--- src/rtl/reg_dump_reader_pkg.sv ---
// reg_dump_reader_pkg
// Shared defaults for the register-dump reader: word width, register address
// width and register count, mirroring the processor's register file sizing.
// Also holds a small helper used to detect the last register of a walk.
package reg_dump_reader_pkg;

  localparam int DEF_WORD_LEN  = 32;
  localparam int DEF_ADDR_LEN  = 5;
  localparam int DEF_REG_COUNT = 32;

  // True when idx addresses the final register of a walk over count registers.
  // Comparing against count-1 (instead of incrementing and comparing against
  // count) keeps the address counter from ever overflowing when
  // count == 2**addr_len.
  function automatic logic is_last_reg(input int unsigned idx, input int unsigned count);
    return (idx == (count - 32'd1));
  endfunction

endpackage

--- src/rtl/reg_dump_reader_if.sv ---
// reg_dump_reader_if
// Bundles the dump control, register-file read port and output stream.
//   start/abort                  : dump request / cancel (into the reader)
//   rd_addr/rd_data              : register file read port
//   out_valid/out_ready          : output stream handshake
//   out_data/out_index           : streamed (value, register number)
//   busy/done                    : status
// modport master : the dump reader
// modport slave  : the environment (register file + consumer + controller)
interface reg_dump_reader_if #(
  parameter int WORD_LEN = 32,
  parameter int ADDR_LEN = 5
) ();

  logic                start;
  logic                abort;
  logic [ADDR_LEN-1:0] rd_addr;
  logic [WORD_LEN-1:0] rd_data;
  logic                out_valid;
  logic                out_ready;
  logic [WORD_LEN-1:0] out_data;
  logic [ADDR_LEN-1:0] out_index;
  logic                busy;
  logic                done;

  modport master (
    input  start, abort, rd_data, out_ready,
    output rd_addr, out_valid, out_data, out_index, busy, done
  );

  modport slave (
    output start, abort, rd_data, out_ready,
    input  rd_addr, out_valid, out_data, out_index, busy, done
  );

endinterface

--- src/rtl/reg_dump_reader.sv ---
// reg_dump_reader
// Walks registers 0..REG_COUNT-1 through one combinational register-file read
// port and streams (index, value) pairs over a valid/ready handshake. Each word
// takes a LOAD cycle (address driven, value captured at the edge) followed by a
// SEND cycle (valid held until accepted). Never writes the register file.
// Ports:
//   clk  : sole clock, rising edge
//   rst  : asynchronous active-low reset
//   bus  : reg_dump_reader_if.master (start, abort, read port, stream, status)
module reg_dump_reader
  import reg_dump_reader_pkg::*;
#(
  parameter int WORD_LEN  = DEF_WORD_LEN,
  parameter int ADDR_LEN  = DEF_ADDR_LEN,
  parameter int REG_COUNT = DEF_REG_COUNT
) (
  input  logic               clk,
  input  logic               rst,
  reg_dump_reader_if.master  bus
);

  localparam logic [1:0] ST_IDLE = 2'd0;
  localparam logic [1:0] ST_LOAD = 2'd1;
  localparam logic [1:0] ST_SEND = 2'd2;
  localparam logic [1:0] ST_DONE = 2'd3;

  logic [1:0]          state_r;
  logic [1:0]          state_next_s;
  logic [ADDR_LEN-1:0] idx_r;
  logic [ADDR_LEN-1:0] idx_next_s;
  logic [WORD_LEN-1:0] data_r;
  logic [ADDR_LEN-1:0] index_r;
  logic                last_s;

  assign last_s = is_last_reg(32'(idx_r), 32'(REG_COUNT));

  // State and register-index registers.
  always_ff @(posedge clk or negedge rst) begin
    if (!rst) begin
      state_r <= ST_IDLE;
      idx_r   <= '0;
    end else begin
      state_r <= state_next_s;
      idx_r   <= idx_next_s;
    end
  end

  // Next-state and next-index logic; abort overrides every transition.
  always_comb begin
    state_next_s = state_r;
    idx_next_s   = idx_r;
    if (bus.abort) begin
      state_next_s = ST_IDLE;
      idx_next_s   = '0;
    end else begin
      case (state_r)
        ST_IDLE: begin
          if (bus.start) begin
            state_next_s = ST_LOAD;
            idx_next_s   = '0;
          end else begin
            state_next_s = ST_IDLE;
          end
        end
        ST_LOAD: begin
          state_next_s = ST_SEND;
        end
        ST_SEND: begin
          if (bus.out_ready) begin
            if (last_s) begin
              state_next_s = ST_DONE;
            end else begin
              state_next_s = ST_LOAD;
              idx_next_s   = idx_r + ADDR_LEN'(1);
            end
          end else begin
            state_next_s = ST_SEND;
          end
        end
        ST_DONE: begin
          // Return the index to 0 so rd_addr reads 0 while idle.
          state_next_s = ST_IDLE;
          idx_next_s   = '0;
        end
        default: begin
          state_next_s = ST_IDLE;
          idx_next_s   = '0;
        end
      endcase
    end
  end

  // Output word register: captures the read port during LOAD only, so the
  // word stays frozen for the whole SEND phase regardless of back-pressure.
  always_ff @(posedge clk or negedge rst) begin
    if (!rst) begin
      data_r  <= '0;
      index_r <= '0;
    end else if ((state_r == ST_LOAD) && !bus.abort) begin
      data_r  <= bus.rd_data;
      index_r <= idx_r;
    end else begin
      data_r  <= data_r;
      index_r <= index_r;
    end
  end

  // Outputs decoded from registered state/index only.
  always_comb begin
    bus.rd_addr   = idx_r;
    bus.out_valid = (state_r == ST_SEND);
    bus.out_data  = data_r;
    bus.out_index = index_r;
    bus.busy      = (state_r != ST_IDLE);
    bus.done      = (state_r == ST_DONE);
  end

endmodule

--- src/flat_wrapper.sv ---
// flat-port wrapper written by rule: the top's interface ports become plain ports
module reg_dump_reader_flat import reg_dump_reader_pkg::*;
#(
  parameter int WORD_LEN  = DEF_WORD_LEN,
  parameter int ADDR_LEN  = DEF_ADDR_LEN,
  parameter int REG_COUNT = DEF_REG_COUNT
)
  (clk, rst, bus_start, bus_abort, bus_rd_data, bus_out_ready, bus_rd_addr, bus_out_valid, bus_out_data, bus_out_index, bus_busy, bus_done);
  reg_dump_reader_if #(.WORD_LEN(WORD_LEN), .ADDR_LEN(ADDR_LEN)) bus_i ();
  input  logic clk;
  input  logic rst;
  input wire logic [$bits(bus_i.start)-1:0] bus_start;
  input wire logic [$bits(bus_i.abort)-1:0] bus_abort;
  input wire logic [$bits(bus_i.rd_data)-1:0] bus_rd_data;
  input wire logic [$bits(bus_i.out_ready)-1:0] bus_out_ready;
  output wire logic [$bits(bus_i.rd_addr)-1:0] bus_rd_addr;
  output wire logic [$bits(bus_i.out_valid)-1:0] bus_out_valid;
  output wire logic [$bits(bus_i.out_data)-1:0] bus_out_data;
  output wire logic [$bits(bus_i.out_index)-1:0] bus_out_index;
  output wire logic [$bits(bus_i.busy)-1:0] bus_busy;
  output wire logic [$bits(bus_i.done)-1:0] bus_done;
  assign bus_i.start = bus_start;
  assign bus_i.abort = bus_abort;
  assign bus_i.rd_data = bus_rd_data;
  assign bus_i.out_ready = bus_out_ready;
  assign bus_rd_addr = bus_i.rd_addr;
  assign bus_out_valid = bus_i.out_valid;
  assign bus_out_data = bus_i.out_data;
  assign bus_out_index = bus_i.out_index;
  assign bus_busy = bus_i.busy;
  assign bus_done = bus_i.done;
  reg_dump_reader #(.WORD_LEN(WORD_LEN), .ADDR_LEN(ADDR_LEN), .REG_COUNT(REG_COUNT)) u_core (.clk(clk), .rst(rst), .bus(bus_i));
endmodule
--- config.mk ---
export PLATFORM = sky130hd
export DESIGN_NAME = reg_dump_reader_flat
export DESIGN_NICKNAME = d
export VERILOG_FILES = /design/src/rtl/reg_dump_reader_pkg.sv /design/src/rtl/reg_dump_reader_if.sv /design/src/rtl/reg_dump_reader.sv /design/src/flat_wrapper.sv
export SDC_FILE = /design/constraint.sdc
export NUM_CORES = 1
export LEC_CHECK = 0
export BUFFER_PORTS_ARGS = -buffer_cell sky130_fd_sc_hd__buf_2
export CAP_MARGIN = 20
export CORE_ASPECT_RATIO = 0.5
export CORE_MARGIN = 2
export CORE_UTILIZATION = 46
export CTS_CLUSTER_SIZE = 14
export DETAILED_ROUTE_END_ITERATION = 7
export PLACE_DENSITY = 0.88
export SLEW_MARGIN = 10
export SYNTH_ARGS = -nofsm -noshare
export SYNTH_HDL_FRONTEND = slang
export SYNTH_SLANG_ARGS = --single-unit
--- constraint.sdc ---
create_clock -name clk -period 2.1 [get_ports clk]
set_input_delay 0.21 -clock clk [delete_from_list [all_inputs] [get_ports clk]]
set_output_delay 0.21 -clock clk [all_outputs]
set_load 0.02 [all_outputs]
## After elaboration in Yosys (flattened, before gate mapping)

Cells that the tools add are included.

- Mux-type cells: 10
- Reductions and logical operators: 6
- Add/subtract/negate cells: 1
- Equal/unequal tests: 7

Operators with widths:

| cell | number |
|---|---|
| $mux W5 | 4 |
| $pmux W5 S3 | 1 |
| $ne A3 B3 Y1 const B | 3 |
| $pmux W2 S4 | 1 |
| $mux W2 | 3 |
| $add A5 B1 Y5 const B | 1 |
| $eq A5 B5 Y1 const B | 1 |
| $eq A2 B2 Y1 const B | 2 |
| $reduce_and A4 Y1 | 1 |
| $reduce_bool A4 Y1 | 1 |
| $eq A2 B1 Y1 const B | 1 |
| $logic_not A2 Y1 | 1 |
| $reduce_bool A2 Y1 | 1 |
| $logic_and A1 B1 Y1 | 1 |
| $logic_not A1 Y1 | 1 |
| $mux W1 | 1 |

- Register bits: 44
- Input bits: 37
- Output and inout bits: 45

## Longest topological paths before layout

- Word-level depth: 5
- Gate-level depth with buffers: 7
- Mapped depth without buffers: 7

## Least setup slack after synthesis

Ideal clock, no wire load.

- Path type: reg2reg
- Start point: register u_core.idx_r[0] (netlist: u_core.bus.rd_addr[0])
- End point: register u_core.idx_r[1] (netlist: u_core.bus.rd_addr[1])
- Arrival time: 1787 ps
- Stages on the path, launching flop included: 8
- Clock period less this slack: 1867 ps
- Setup slack: 233 ps
- Setup time: 79 ps
- Cells stage by stage: dfrtp_1 > ha_1 > and3_1 > ha_1 > nor2b_1 > nor2b_1 > o21bai_2 > mux2i_1

- Word-level cells in the longest chain between the ends: 5
- Elaborated cells on any way between the ends: 8

RTL lines:

| what | line | source |
|---|---|---|
| from (decl) | reg_dump_reader.sv:29 | `logic [ADDR_LEN-1:0] idx_r;` |
| from (signal assigned) | reg_dump_reader.sv:44 | `idx_r <= idx_next_s;` |
| $add A5 B1 Y5 | reg_dump_reader.sv:74 | `idx_next_s = idx_r + ADDR_LEN'(1);` |
| $mux W5 | reg_dump_reader.sv:70 | `if (last_s) begin` |
| $mux W5 | reg_dump_reader.sv:69 | `if (bus.out_ready) begin` |
| $pmux W5 S3 | reg_dump_reader.sv:56 | `case (state_r)` |
| $mux W5 | reg_dump_reader.sv:52 | `if (bus.abort) begin` |

Parallel ways exist; a longest one is shown, timed or not. The select of a mux whose other input is x is not followed.
A chain may end at the register's enable or synchronous reset.

## Worst setup path after layout

- Start point: register u_core.idx_r[0] (netlist: u_core.bus.rd_addr[0])
- End point: register u_core.idx_r[4] (netlist: u_core.bus.rd_addr[4])

Same word-level chain as after synthesis.

==> flow_results.xml <==
<?xml version="1.0" encoding="UTF-8"?>
<metrics>
  <group name="yosys">
    <metric name="yosysSeqAreaShare" unit="%">61.5</metric>
    <metric name="ys_types" unit="">29</metric>
    <metric name="post_synth_inst_count" unit="">120</metric>
    <metric name="synthSimpleGateAreaFrac" unit="%">6.08</metric>
    <metric name="compound_cell_area_share_of_the_yosys_netlist" unit="%">2.80</metric>
    <metric name="synth-warning-count" unit="">0</metric>
    <metric name="synth_mux_area_share" unit="%">25.0</metric>
    <metric name="syn_nets" unit="">159</metric>
    <metric name="synth_area_in_adders" unit="%">1.40</metric>
    <metric name="ys_seq_elements" unit="">44</metric>
    <metric name="netlist_area" unit="um2">1790</metric>
    <metric name="largest_family_of_logic_cells_by_synthesized_area" unit="">multiplexers</metric>
    <metric name="post_synth.cell_area_avg" unit="um2">14.9</metric>
    <metric name="yosys.area_share.xor_xnor" unit="%">0</metric>
  </group>
  <group name="power_and_ir_drop">
    <metric name="cell_internal_pwr" unit="mW">1.65</metric>
    <metric name="report.power.total" unit="mW">2.40</metric>
    <metric name="netSwitchingPower" unit="mW">0.750</metric>
    <metric name="static-leakage-power" unit="nW">1.22</metric>
    <metric name="combinationalPowerShare" unit="%">27.9</metric>
    <metric name="ir_worst_vdd" unit="uV">611</metric>
    <metric name="power.share.clock" unit="%">26.0</metric>
    <metric name="seq_power_share" unit="%">46.1</metric>
    <metric name="power_density" unit="nW/um2">1010</metric>
    <metric name="switching_share" unit="%">31.2</metric>
  </group>
  <group name="drt">
    <metric name="wl_met2" unit="um">1890</metric>
    <metric name="via_count" unit="">1275</metric>
    <metric name="drt.antenna.violating_nets" unit="">0</metric>
    <metric name="avgRoutedWirePerCell" unit="um">13.4</metric>
    <metric name="vias_per_cell" unit="">4.87</metric>
    <metric name="detail_route.wirelength.met1" unit="um">1420</metric>
    <metric name="drt_drc_violations_left" unit="">0</metric>
    <metric name="detailedRoute.firstPassIterationCount" unit="">5</metric>
    <metric name="met3WireLength" unit="um">174</metric>
    <metric name="wirelength" unit="um">3510</metric>
    <metric name="drtIter0Drc" unit="">25</metric>
    <metric name="maxUsedRoutingLayer" unit="">met4</metric>
  </group>
  <group name="place">
    <metric name="io_buffer_count" unit="">81</metric>
    <metric name="dpl.hpwl" unit="um">2650</metric>
    <metric name="gp_congestion" unit="">0.765</metric>
    <metric name="dpl-instance-area" unit="um2">2270</metric>
  </group>
  <group name="clock_network">
    <metric name="tritoncts_num_sinks" unit="">44</metric>
    <metric name="cts_tree" unit="">built</metric>
    <metric name="cts_buffer_count" unit="">5</metric>
    <metric name="post-cts-setup-buffers" unit="">0</metric>
    <metric name="clk-insertion-delay-late" unit="ns">0.29</metric>
    <metric name="clkTransAtPathRegs" unit="ns">0.08</metric>
    <metric name="clock_tree.root_cell" unit="">clkbuf_8</metric>
    <metric name="h-tree-depth" unit="">2</metric>
    <metric name="cts_buffer_depth" unit="">2</metric>
  </group>
  <group name="worst_setup_path">
    <metric name="critPathLaunch" unit="">u_core.bus.rd_addr[0]</metric>
    <metric name="worstPathArrival" unit="ns">2.00</metric>
    <metric name="critical_path.reg2reg.endpoint" unit="">u_core.bus.rd_addr[4]</metric>
    <metric name="worst-path-max-fanout" unit="">5</metric>
    <metric name="cp-start-kind" unit="">register</metric>
    <metric name="critPathCapture" unit="">u_core.bus.rd_addr[4]</metric>
    <metric name="critical_path_class" unit="">reg -&gt; reg</metric>
    <metric name="cp_data_required_time" unit="ns">2.32</metric>
    <metric name="critical_path.endpoint_type" unit="">register</metric>
    <metric name="r2r_start" unit="">u_core.bus.rd_addr[0]</metric>
    <metric name="worst_r2r_path_depth" unit="">7</metric>
    <metric name="rrSetupSlack" unit="ns">0.32</metric>
  </group>
  <group name="cells_and_area">
    <metric name="antenna-diode-count" unit="">0</metric>
    <metric name="post_route_cell_area" unit="um2">2380</metric>
    <metric name="area_delta_synth_final" unit="%">33.3</metric>
    <metric name="final_net_count" unit="">249</metric>
    <metric name="fillCellCount" unit="">272</metric>
    <metric name="drive_gt1_share" unit="%">54.0</metric>
    <metric name="final_core_util" unit="%">66.5</metric>
  </group>
  <group name="timing">
    <metric name="worst-slew-pin-transition" unit="ns">0.526</metric>
    <metric name="final_max_slew_viol_count" unit="">0</metric>
    <metric name="post-route-period-util" unit="%">84.8</metric>
    <metric name="worst_clock_skew" unit="ns">0.00434</metric>
    <metric name="hold_viol" unit="">0</metric>
    <metric name="achievable-frequency" unit="MHz">562</metric>
    <metric name="timing.hold.ws" unit="ns">0.132</metric>
    <metric name="finalSetupTns" unit="ns">0</metric>
    <metric name="setup_violations" unit="">0</metric>
    <metric name="finalCriticalPeriod" unit="ns">1.78</metric>
    <metric name="grt_setup_unrepaired" unit="">no</metric>
    <metric name="slew_headroom" unit="%">65.0</metric>
  </group>
  <group name="floorplan">
    <metric name="ios" unit="">82</metric>
    <metric name="die_area" unit="um2">4430</metric>
    <metric name="chipWidth" unit="um">92.2</metric>
    <metric name="die_h" unit="um">48.1</metric>
    <metric name="initial_core_util" unit="%">49.9</metric>
    <metric name="rows" unit="">15</metric>
    <metric name="placeableCoreArea" unit="um2">3580</metric>
  </group>
  <group name="worst_hold_path">
    <metric name="min-delay-path-class" unit="">in -&gt; reg</metric>
  </group>
  <group name="status">
    <metric name="outcome" unit="">finished clean</metric>
  </group>
  <group name="grt">
    <metric name="grt_max_degree" unit="">26</metric>
    <metric name="grt_overflow_total" unit="">0</metric>
    <metric name="gr-usage-all-layers" unit="%">17.8</metric>
    <metric name="first_global_vias" unit="">1310</metric>
    <metric name="number_of_antenna_violations_at_the_first_check_in_global_routing" unit="">0</metric>
    <metric name="grt_first_pass_wirelength" unit="um">5810</metric>
  </group>
  <group name="run">
    <metric name="cap_viol_max_count" unit="">0</metric>
  </group>
</metrics>
-- synth_stat cells --
cell type  count  area, um2
or3_1          1       6.26
o211ai_1       1       7.51
buf_4          1       7.51
inv_2          2       7.51
and2_1         1       6.26
buf_2          1       5.00
o21bai_2       1       11.3
o21ai_1        1       5.00
nor3_1         1       5.00
a32oi_1        1       8.76
mux2_2        15        169
or2_2          1       6.26
and2b_1        1       7.51
and3_1         1       6.26
mux2_1        22        248
mux2i_1        3       30.0
nor3_2         1       10.0
nand2_1        2       7.51
nor3b_2        1       12.5
a21oi_1        2       10.0
ha_1           2       25.0
nor2b_1        2       12.5
dfrtp_1       44       1100
inv_1          4       15.0
o21bai_1       1       7.51
nand4_1        2       12.5
nand3_1        2       10.0
buf_6          2       22.5
nor4_1         1       6.26
-- critical path: stages (launching register included) --
cell	delay [ns]
dfrtp_1	0.44
ha_1	0.25
and3_1	0.20
ha_1	0.17
nor2b_1	0.14
nor2b_1	0.07
o21bai_2	0.22
mux2i_1	0.21
-- placed cells by master (no fill, tap or decap), drive strengths merged --
| master | synthesis | routed |
|---|---|---|
| a21oi | 2 | 2 |
| and2 | 1 | 1 |
| or2 | 1 | 1 |
| nor4 | 1 | 1 |
| o21bai | 2 | 2 |
| nor3b | 1 | 1 |
| buf | 4 | 86 |
| and3 | 1 | 1 |
| nand4 | 2 | 2 |
| mux2 | 37 | 37 |
| o211ai | 1 | 1 |
| clkbuf | 0 | 6 |
| bufinv | 0 | 1 |
| o21ai | 1 | 1 |
| clkinv | 0 | 1 |
| nor2b | 2 | 2 |
| dlygate4sd3 | 0 | 1 |
| mux2i | 3 | 3 |
| a32oi | 1 | 1 |
| inv | 6 | 6 |
| and2b | 1 | 1 |
| dfrtp | 44 | 44 |
| or3 | 1 | 1 |
| nor3 | 2 | 2 |
| nand3 | 2 | 2 |
| ha | 2 | 2 |
| nand2 | 2 | 2 |
-- routing by layer --
metal,vias to the layer above,track usage (%)
li1,598,-
met1,636,19.2
met2,37,35.6
met3,4,5.41
met4,0,6.27
met5,-,0
-- kinds of logic after synthesis --
logic type      Yosys count
flops                    44
mux                      40
simple gates             17
buf+inv                  10
compound gates            7
fa+ha+maj                 2
-- power by group through the flow --
stage	logic (mW)	registers (mW)	clock network [mW]
6_report	0.670	1.11	0.624
5_1_grt	0.721	1.14	0.682
4_1_cts	0.681	1.11	0.644
3_5_place_dp	0.678	1.12	0
3_3_place_gp	0.662	1.11	0
2_1_floorplan	0.177	1.35	0
-- final cells by class --
type | count | area, um2 | share of cell area, %
flip-flops and latches | 44 | 1100 | 46.2
clock buffers | 6 | 72.6 | 3.04
well taps | 51 | 63.8 | 2.68
repair buffers | 87 | 453 | 19.0
inverters | 6 | 22.5 | 0.944
multi-input cells | 66 | 637 | 26.7
clock inverters | 2 | 35.0 | 1.47
-- worst min path at each step --
| stage | start | to | slack [ns] | cells past startpoint |
|---|---|---|---|---|
| global route | bus_rd_data[21] | u_core.bus.out_data[21] | 0.12 | 2 |
| finish | bus_rd_data[23] | u_core.bus.out_data[23] | 0.13 | 2 |
| CTS | bus_rd_data[23] | u_core.bus.out_data[23] | 0.12 | 2 |
| global placement | rst | u_core.bus.out_data[2] | 0.21 | 1 |
| detailed placement | rst | u_core.bus.out_data[2] | 0.22 | 1 |
| floorplan | rst | u_core.bus.out_data[0] | -0.09 | 0 |
-- registers in the layout, summed over array words and instances, names as in the netlist --
register	cells
u_core.bus.out_data	32
u_core.bus.out_index	5
u_core.bus.rd_addr	5
u_core.state_r	2
-- metrics by stage --
step                std cells  worst slack, ns
floorplan                 120            0.233
global placement          253            0.428
detailed placement        253            0.332
CTS                       262            0.311
global route              262            0.185
finish                    262            0.319
-- repair_timing --
item                      4_1_cts  5_1_grt
hold endpoints to repair       22        0
hold buffers                    1        0
gates resized for setup         0        0
Power figures use the tool's default switching activity.
